`src/rtl/wb_reg_file_if.sv`:
```
// Write-back bus between the MEM/WB pipeline register, the ID-stage read
// ports and the register file. The master drives the write-back controls and
// read addresses; the register file (slave) returns read data, the selected
// write-back value and the retired-instruction count.
interface wb_reg_file_if #(
    parameter int WIDTH = 32
);
    logic             En;
    logic             Wreg;
    logic             M2reg;
    logic [WIDTH-1:0] Mem_data;
    logic [WIDTH-1:0] Alu_data;
    logic [4:0]       Wn;
    logic             Valid;
    logic [4:0]       Rn1;
    logic [4:0]       Rn2;
    logic [WIDTH-1:0] Qa;
    logic [WIDTH-1:0] Qb;
    logic [WIDTH-1:0] Wdata;
    logic [WIDTH-1:0] Retired;

    modport master (
        output En, Wreg, M2reg, Mem_data, Alu_data, Wn, Valid, Rn1, Rn2,
        input  Qa, Qb, Wdata, Retired
    );

    modport slave (
        input  En, Wreg, M2reg, Mem_data, Alu_data, Wn, Valid, Rn1, Rn2,
        output Qa, Qb, Wdata, Retired
    );
endinterface

```
`src/rtl/wb_reg_file.sv`:
```
// Write-back stage register file: selects the write-back value, commits it to
// a 32-entry register file (entry 0 hard-wired to zero), serves two
// combinational read ports with optional same-cycle bypass and counts retired
// instructions. Clrn is an asynchronous, active-high clear.
module wb_reg_file #(
    parameter bit BYPASS = 1'b1,
    parameter int WIDTH  = 32
) (
    input logic          Clk,
    input logic          Clrn,
    wb_reg_file_if.slave bus
);
    // Entry 0 has no storage; reads of address 0 are forced to zero below.
    logic [WIDTH-1:0] regs_q [31:1];
    logic [WIDTH-1:0] retired_q;
    logic [WIDTH-1:0] wdata;
    logic             wr_en;
    logic [WIDTH-1:0] qa;
    logic [WIDTH-1:0] qb;

    // Write-back value is always presented, whatever Wreg/En say.
    always_comb begin
        wdata = bus.M2reg ? bus.Mem_data : bus.Alu_data;
    end

    // A write is pending only when enabled and aimed at a real register.
    always_comb begin
        wr_en = bus.En && bus.Wreg && (bus.Wn != 5'd0);
    end

    // Register storage: async clear, one-edge write latency.
    always_ff @(posedge Clk or posedge Clrn) begin
        if (Clrn) begin
            for (int i = 1; i < 32; i++) begin
                regs_q[i] <= '0;
            end
        end else if (wr_en) begin
            regs_q[bus.Wn] <= wdata;
        end
    end

    // Retired counter: counts every valid, non-stalled instruction and wraps silently.
    always_ff @(posedge Clk or posedge Clrn) begin
        if (Clrn) begin
            retired_q <= '0;
        end else if (bus.En && bus.Valid) begin
            retired_q <= retired_q + 1'b1;
        end
    end

    // Read port A: zero register, then optional bypass of the pending write, then storage.
    always_comb begin
        qa = '0;
        if (bus.Rn1 != 5'd0) begin
            if (BYPASS && wr_en && (bus.Rn1 == bus.Wn)) begin
                qa = wdata;
            end else begin
                qa = regs_q[bus.Rn1];
            end
        end
    end

    // Read port B: same rules as port A, independently of it.
    always_comb begin
        qb = '0;
        if (bus.Rn2 != 5'd0) begin
            if (BYPASS && wr_en && (bus.Rn2 == bus.Wn)) begin
                qb = wdata;
            end else begin
                qb = regs_q[bus.Rn2];
            end
        end
    end

    assign bus.Qa      = qa;
    assign bus.Qb      = qb;
    assign bus.Wdata   = wdata;
    assign bus.Retired = retired_q;
endmodule

```
`src/flat_wrapper.sv`:
```
// flat-port wrapper written by rule: the top's interface ports become plain ports
module wb_reg_file_flat 
#(
    parameter bit BYPASS = 1'b1,
    parameter int WIDTH  = 32
)
  (Clk, Clrn, bus_En, bus_Wreg, bus_M2reg, bus_Mem_data, bus_Alu_data, bus_Wn, bus_Valid, bus_Rn1, bus_Rn2, bus_Qa, bus_Qb, bus_Wdata, bus_Retired);
  wb_reg_file_if #(.WIDTH(WIDTH)) bus_i ();
  input logic Clk;
  input logic Clrn;
  input wire logic [$bits(bus_i.En)-1:0] bus_En;
  input wire logic [$bits(bus_i.Wreg)-1:0] bus_Wreg;
  input wire logic [$bits(bus_i.M2reg)-1:0] bus_M2reg;
  input wire logic [$bits(bus_i.Mem_data)-1:0] bus_Mem_data;
  input wire logic [$bits(bus_i.Alu_data)-1:0] bus_Alu_data;
  input wire logic [$bits(bus_i.Wn)-1:0] bus_Wn;
  input wire logic [$bits(bus_i.Valid)-1:0] bus_Valid;
  input wire logic [$bits(bus_i.Rn1)-1:0] bus_Rn1;
  input wire logic [$bits(bus_i.Rn2)-1:0] bus_Rn2;
  output wire logic [$bits(bus_i.Qa)-1:0] bus_Qa;
  output wire logic [$bits(bus_i.Qb)-1:0] bus_Qb;
  output wire logic [$bits(bus_i.Wdata)-1:0] bus_Wdata;
  output wire logic [$bits(bus_i.Retired)-1:0] bus_Retired;
  assign bus_i.En = bus_En;
  assign bus_i.Wreg = bus_Wreg;
  assign bus_i.M2reg = bus_M2reg;
  assign bus_i.Mem_data = bus_Mem_data;
  assign bus_i.Alu_data = bus_Alu_data;
  assign bus_i.Wn = bus_Wn;
  assign bus_i.Valid = bus_Valid;
  assign bus_i.Rn1 = bus_Rn1;
  assign bus_i.Rn2 = bus_Rn2;
  assign bus_Qa = bus_i.Qa;
  assign bus_Qb = bus_i.Qb;
  assign bus_Wdata = bus_i.Wdata;
  assign bus_Retired = bus_i.Retired;
  wb_reg_file #(.BYPASS(BYPASS), .WIDTH(WIDTH)) u_core (.Clk(Clk), .Clrn(Clrn), .bus(bus_i));
endmodule
```
`config.mk`:
```
export PLATFORM = sky130hd
export DESIGN_NAME = wb_reg_file_flat
export DESIGN_NICKNAME = d
export VERILOG_FILES = /design/src/rtl/wb_reg_file_if.sv /design/src/rtl/wb_reg_file.sv /design/src/flat_wrapper.sv
export SDC_FILE = /design/constraint.sdc
export NUM_CORES = 2
export LEC_CHECK = 0
export ABC_CLOCK_PERIOD_IN_PS = 47500
export CAP_MARGIN = 20
export CORE_MARGIN = 2
export CORE_UTILIZATION = 25
export DETAILED_ROUTE_END_ITERATION = 10
export PLACE_DENSITY = 0.5
export SKIP_CTS_REPAIR_TIMING = 1
export SYNTH_ARGS = -nofsm -noshare
export SYNTH_HDL_FRONTEND = slang
export SYNTH_SLANG_ARGS = --single-unit
```
`constraint.sdc`:
```
create_clock -name Clk -period 47.5 [get_ports Clk]
set_clock_uncertainty 0.15 [all_clocks]
set_input_delay 4.75 -clock Clk [delete_from_list [all_inputs] [get_ports Clk]]
set_output_delay 4.75 -clock Clk [all_outputs]
set_load 0.01 [all_outputs]
```
==> out/results.tsv <==
metric	value	unit
number of remaining DRC errors	0	
Place WS	32.52	ns
worst-path fanout max	46	
width of the die	467.6	µm
Setup TNS	0	ns
crit path time final	14.75	ns
Cell Rows	170	
TritonCTS clock tree	yes	
combinational power share	0.205	
fmax	0.06779	GHz
Initial Util	0.2508	
worst setup path endpoint	bus_Qa[12]	
first-pass GRT wire length	297400	µm
reg2reg end	u_core.bus.Retired[20]$_DFFE_PP0P_	
Die ar.	218600	µm²
synth-to-layout area growth	15.49	%
largest stage delay on the critical path	0.95	ns
leakage	25.31	nW
Flop pwr share	0.443	
Worst Max-Slew Pin Slew	1.181	ns
Slew Viols, Final	0	
critical path startpoint category	input port	
non-filler cells in the finished layout	7822	
Synth Instances	4962	
Post-DRT Antenna Nets	0	
detailed-route via count	40900	
Worst IR Drop VDD	27.90	µV
r2r setup slk	45.09	ns
final number of setup-violating endpoints	0	
compound-cell area share of the yosys netlist	0.1466	
Post-DP HPWL	118700	µm
largest family of logic cells by synthesized area	multiplexers	
drt first pass iters	5	
pwr/cell area	41.69	nW/µm²
Async SR Flop Fraction	1.000	
Final Hold Fails	0	
Mapped Nets	5048	
Clock power frac	0.352	
Multi-input gate area	25840	µm²
worst skew pair latency	0.75	ns
Setup Crit Path Kind	in -> out	
routed length on met3	12500	µm
total global-route track usage	0.1846	
WP data arrival	9.85	ns
I/O Buffers	212	
FF-to-FF Start	u_core.bus.Retired[4]$_DFFE_PP0P_	
number of global-route vias before repair	41110	
DR top layer	met5	
worst min path class	reg -> reg	
share of layout cells above drive strength 1	0.1849	
switching fraction of total power	0.2957	
endpoint type of the worst setup path	output pin	
Worst Path Required	42.60	ns
max cap viols	0	
IO Count	213	
number of stages on the worst setup path	10	
M1 WL	83430	µm
fraction of synthesized area in multiplexers	0.2098	
Cells after DPL	7612	
Synth Flop Type	dfrtp_1	
most frequent CP cell	buf_4	
Die Y	467.6	µm
Setup WS post-layout	32.75	ns
clk root buf	clkbuf_16	
Worst slew margin	0.2078	
Layout Nets	4976	
Max clock buf depth	3	
XOR/XNOR Fraction of Synth Area	0.006684	
largest net degree at the start of global routing	178	
post-synth cell types	68	
Layout fillers	22020	
drt total wl	204400	µm
crit-path cells	buf_8 -> buf_4 -> buf_4 -> buf_4 -> mux4_2 -> nor2_1 -> nor4_1 -> nor3_1 -> a211oi_1 -> clkdlybuf4s50_1	
post-synthesis simple-gate area fraction	0.1069	
status	complete, no violations	
antenna violations before repair	10	
Inserted Clock Buffers	112	
RSZ-0062 raised after global routing	no	
DR vias/cell	5.229	
global route total overflow	0	
Worst Setup SP	bus_Rn1[0]	
initial drt markers	4124	
cell area after synthesis	53730	µm²
Buf/Inv on CP	5	
Internal Power	1.822	mW
FF+latch area	25620	µm²
YS warnings	0	
reg2reg path depth	5	
CP delay by family, top	buffers and inverters	
adder-cell share of the synthesized area	0.0002329	
clock transition at the registers of the reported paths	0.06	ns
register area share after synthesis	0.4770	
Synth Register Bits	1024	
clk sink count	1024	
slowest CP cell	a211oi_1	
CTS H-tree lvls	3	
DR WL/cell	26.13	µm
RD Place Congestion	0.8170	
Post-synth EDFFs	0	
Sw Pwr	0.7647	mW
syn_area_per_cell	10.83	µm²
period utilization	0.3106	
met2 wire length	98420	µm
core area	214200	µm²
[worst reg2reg max path, cell delays in order (launching register included)]
cell and delay, ns:
dfrtp_1 0.44, and4_1 0.41, nand3_1 0.29, nor2_1 0.63, nand4_1 0.21, xnor2_1 0.17
[cells by family after synthesis]
| kind of cell | after synthesis |
|---|---|
| buffers and inverters | 551 |
| AND/OR/NAND/NOR | 1366 |
| multiplexers | 604 |
| adder cells (fa/ha/maj) | 1 |
| AO/OA/AOI/OAI | 1375 |
| flip-flops | 1024 |
| XOR/XNOR | 41 |
[power groups by stage]
stage / clock network (mW) / registers [mW] / logic, mW
2_1_floorplan: 0 / 1.12 / 0.383
3_3_place_gp: 0 / 1.15 / 0.521
3_5_place_dp: 0 / 1.16 / 0.532
4_1_cts: 0.928 / 1.14 / 0.532
5_1_grt: 0.962 / 1.16 / 0.579
6_report: 0.910 / 1.15 / 0.530
[registers in the layout, summed over array words and instances, names as in the netlist]
name,flops
u_core.bus.Retired,32
u_core.regs_q,992
[through the flow]
step | total power, mW | hold WS (ns) | util | instance area [µm²]
global placement | 1.670 | 0.3096 | 0.2717 | 58200
CTS | 2.603 | 0.3208 | 0.2895 | 62010
floorplan | 1.504 | 0.3092 | - | 53730
finish | 2.587 | 0.3144 | 0.2897 | 62050
global route | 2.706 | 0.3498 | 0.2897 | 62050
detailed placement | 1.687 | 0.3125 | 0.2718 | 58210
[placed cells by master, fill, tap and decap left out, drive strengths merged, types with 21 or more instances in the layout]
cell           instances
nor2                 753
a22oi                 49
xnor2                 24
o22ai                 82
nor2b                 47
clkdlybuf4s50        202
dfrtp               1024
a221oi                90
mux2                  96
inv                   39
clkbuf               170
nand3                 21
nand2                389
a21oi                642
nor4                  51
mux4                 407
mux2i                101
o21ai                406
clkinv                24
a211oi                40
buf                  123
nor3                  45
[layer usage]
layer  track usage  vias to the layer above
met5             0                        -
met4       0.08631                        8
met3       0.02658                      375
met2        0.3042                     1476
met1        0.2386                    21110
li1              -                    17940
[worst min path at each step]
stage | from | to | slack [ns] | cells after the start
4_1_cts | u_core.bus.Retired[31]$_DFFE_PP0P_ | u_core.bus.Retired[31]$_DFFE_PP0P_ | 0.32 | 1
5_1_grt | u_core.bus.Retired[31]$_DFFE_PP0P_ | u_core.bus.Retired[31]$_DFFE_PP0P_ | 0.35 | 1
2_1_floorplan | u_core.regs_q[510]$_DFFE_PP0P_ | u_core.regs_q[510]$_DFFE_PP0P_ | 0.31 | 2
3_3_place_gp | u_core.bus.Retired[31]$_DFFE_PP0P_ | u_core.bus.Retired[31]$_DFFE_PP0P_ | 0.31 | 1
6_report | u_core.bus.Retired[31]$_DFFE_PP0P_ | u_core.bus.Retired[31]$_DFFE_PP0P_ | 0.31 | 1
3_5_place_dp | u_core.bus.Retired[31]$_DFFE_PP0P_ | u_core.bus.Retired[31]$_DFFE_PP0P_ | 0.31 | 1
[Yosys cell counts, types with 3 or more instances]
library cell	count	share of area
dfrtp_1	1024	0.48
nor2_1	738	0.052
a21oi_1	642	0.060
mux4_2	405	0.17
nand2_1	389	0.027
o21ai_0	384	0.036
buf_2	213	0.020
clkbuf_1	210	0.015
mux2i_1	101	0.019
mux2_2	95	0.020
o22ai_1	82	0.0095
a221oi_1	79	0.013
nor4_1	50	0.0058
a22oi_1	49	0.0068
nor2b_1	46	0.0054
nor3_1	41	0.0038
a211oi_1	39	0.0054
buf_4	39	0.0054
inv_1	35	0.0024
buf_6	34	0.0071
xnor2_1	24	0.0039
o21ai_1	22	0.0020
nand3_1	21	0.0020
and3_1	20	0.0023
xor2_1	17	0.0028
a31oi_1	15	0.0017
o2111ai_1	14	0.0023
o22a_1	14	0.0023
a221oi_2	11	0.0031
nor2_2	10	0.0012
o211ai_2	10	0.0023
nand4_1	9	0.0010
buf_1	7	0.00049
nand3b_1	5	0.00070
nor2_4	5	0.0010
and2_1	4	0.00047
and4_1	4	0.00065
buf_8	4	0.0011
nand2b_1	4	0.00047
nor3_2	4	0.00075
nor3b_1	4	0.00056
buf_12	3	0.0011
o221ai_1	3	0.00049
[final cells by class]
cell class,instances,area share
multi-input cells,3387,0.4164
clock inverters,38,0.007300
well taps,2838,0.05723
inverters,37,0.002359
flip-flops and latches,1024,0.4130
repair buffers,328,0.04959
diodes,3,0.0001210
clock buffers,167,0.05402
(Power assumes the default switching activity.)
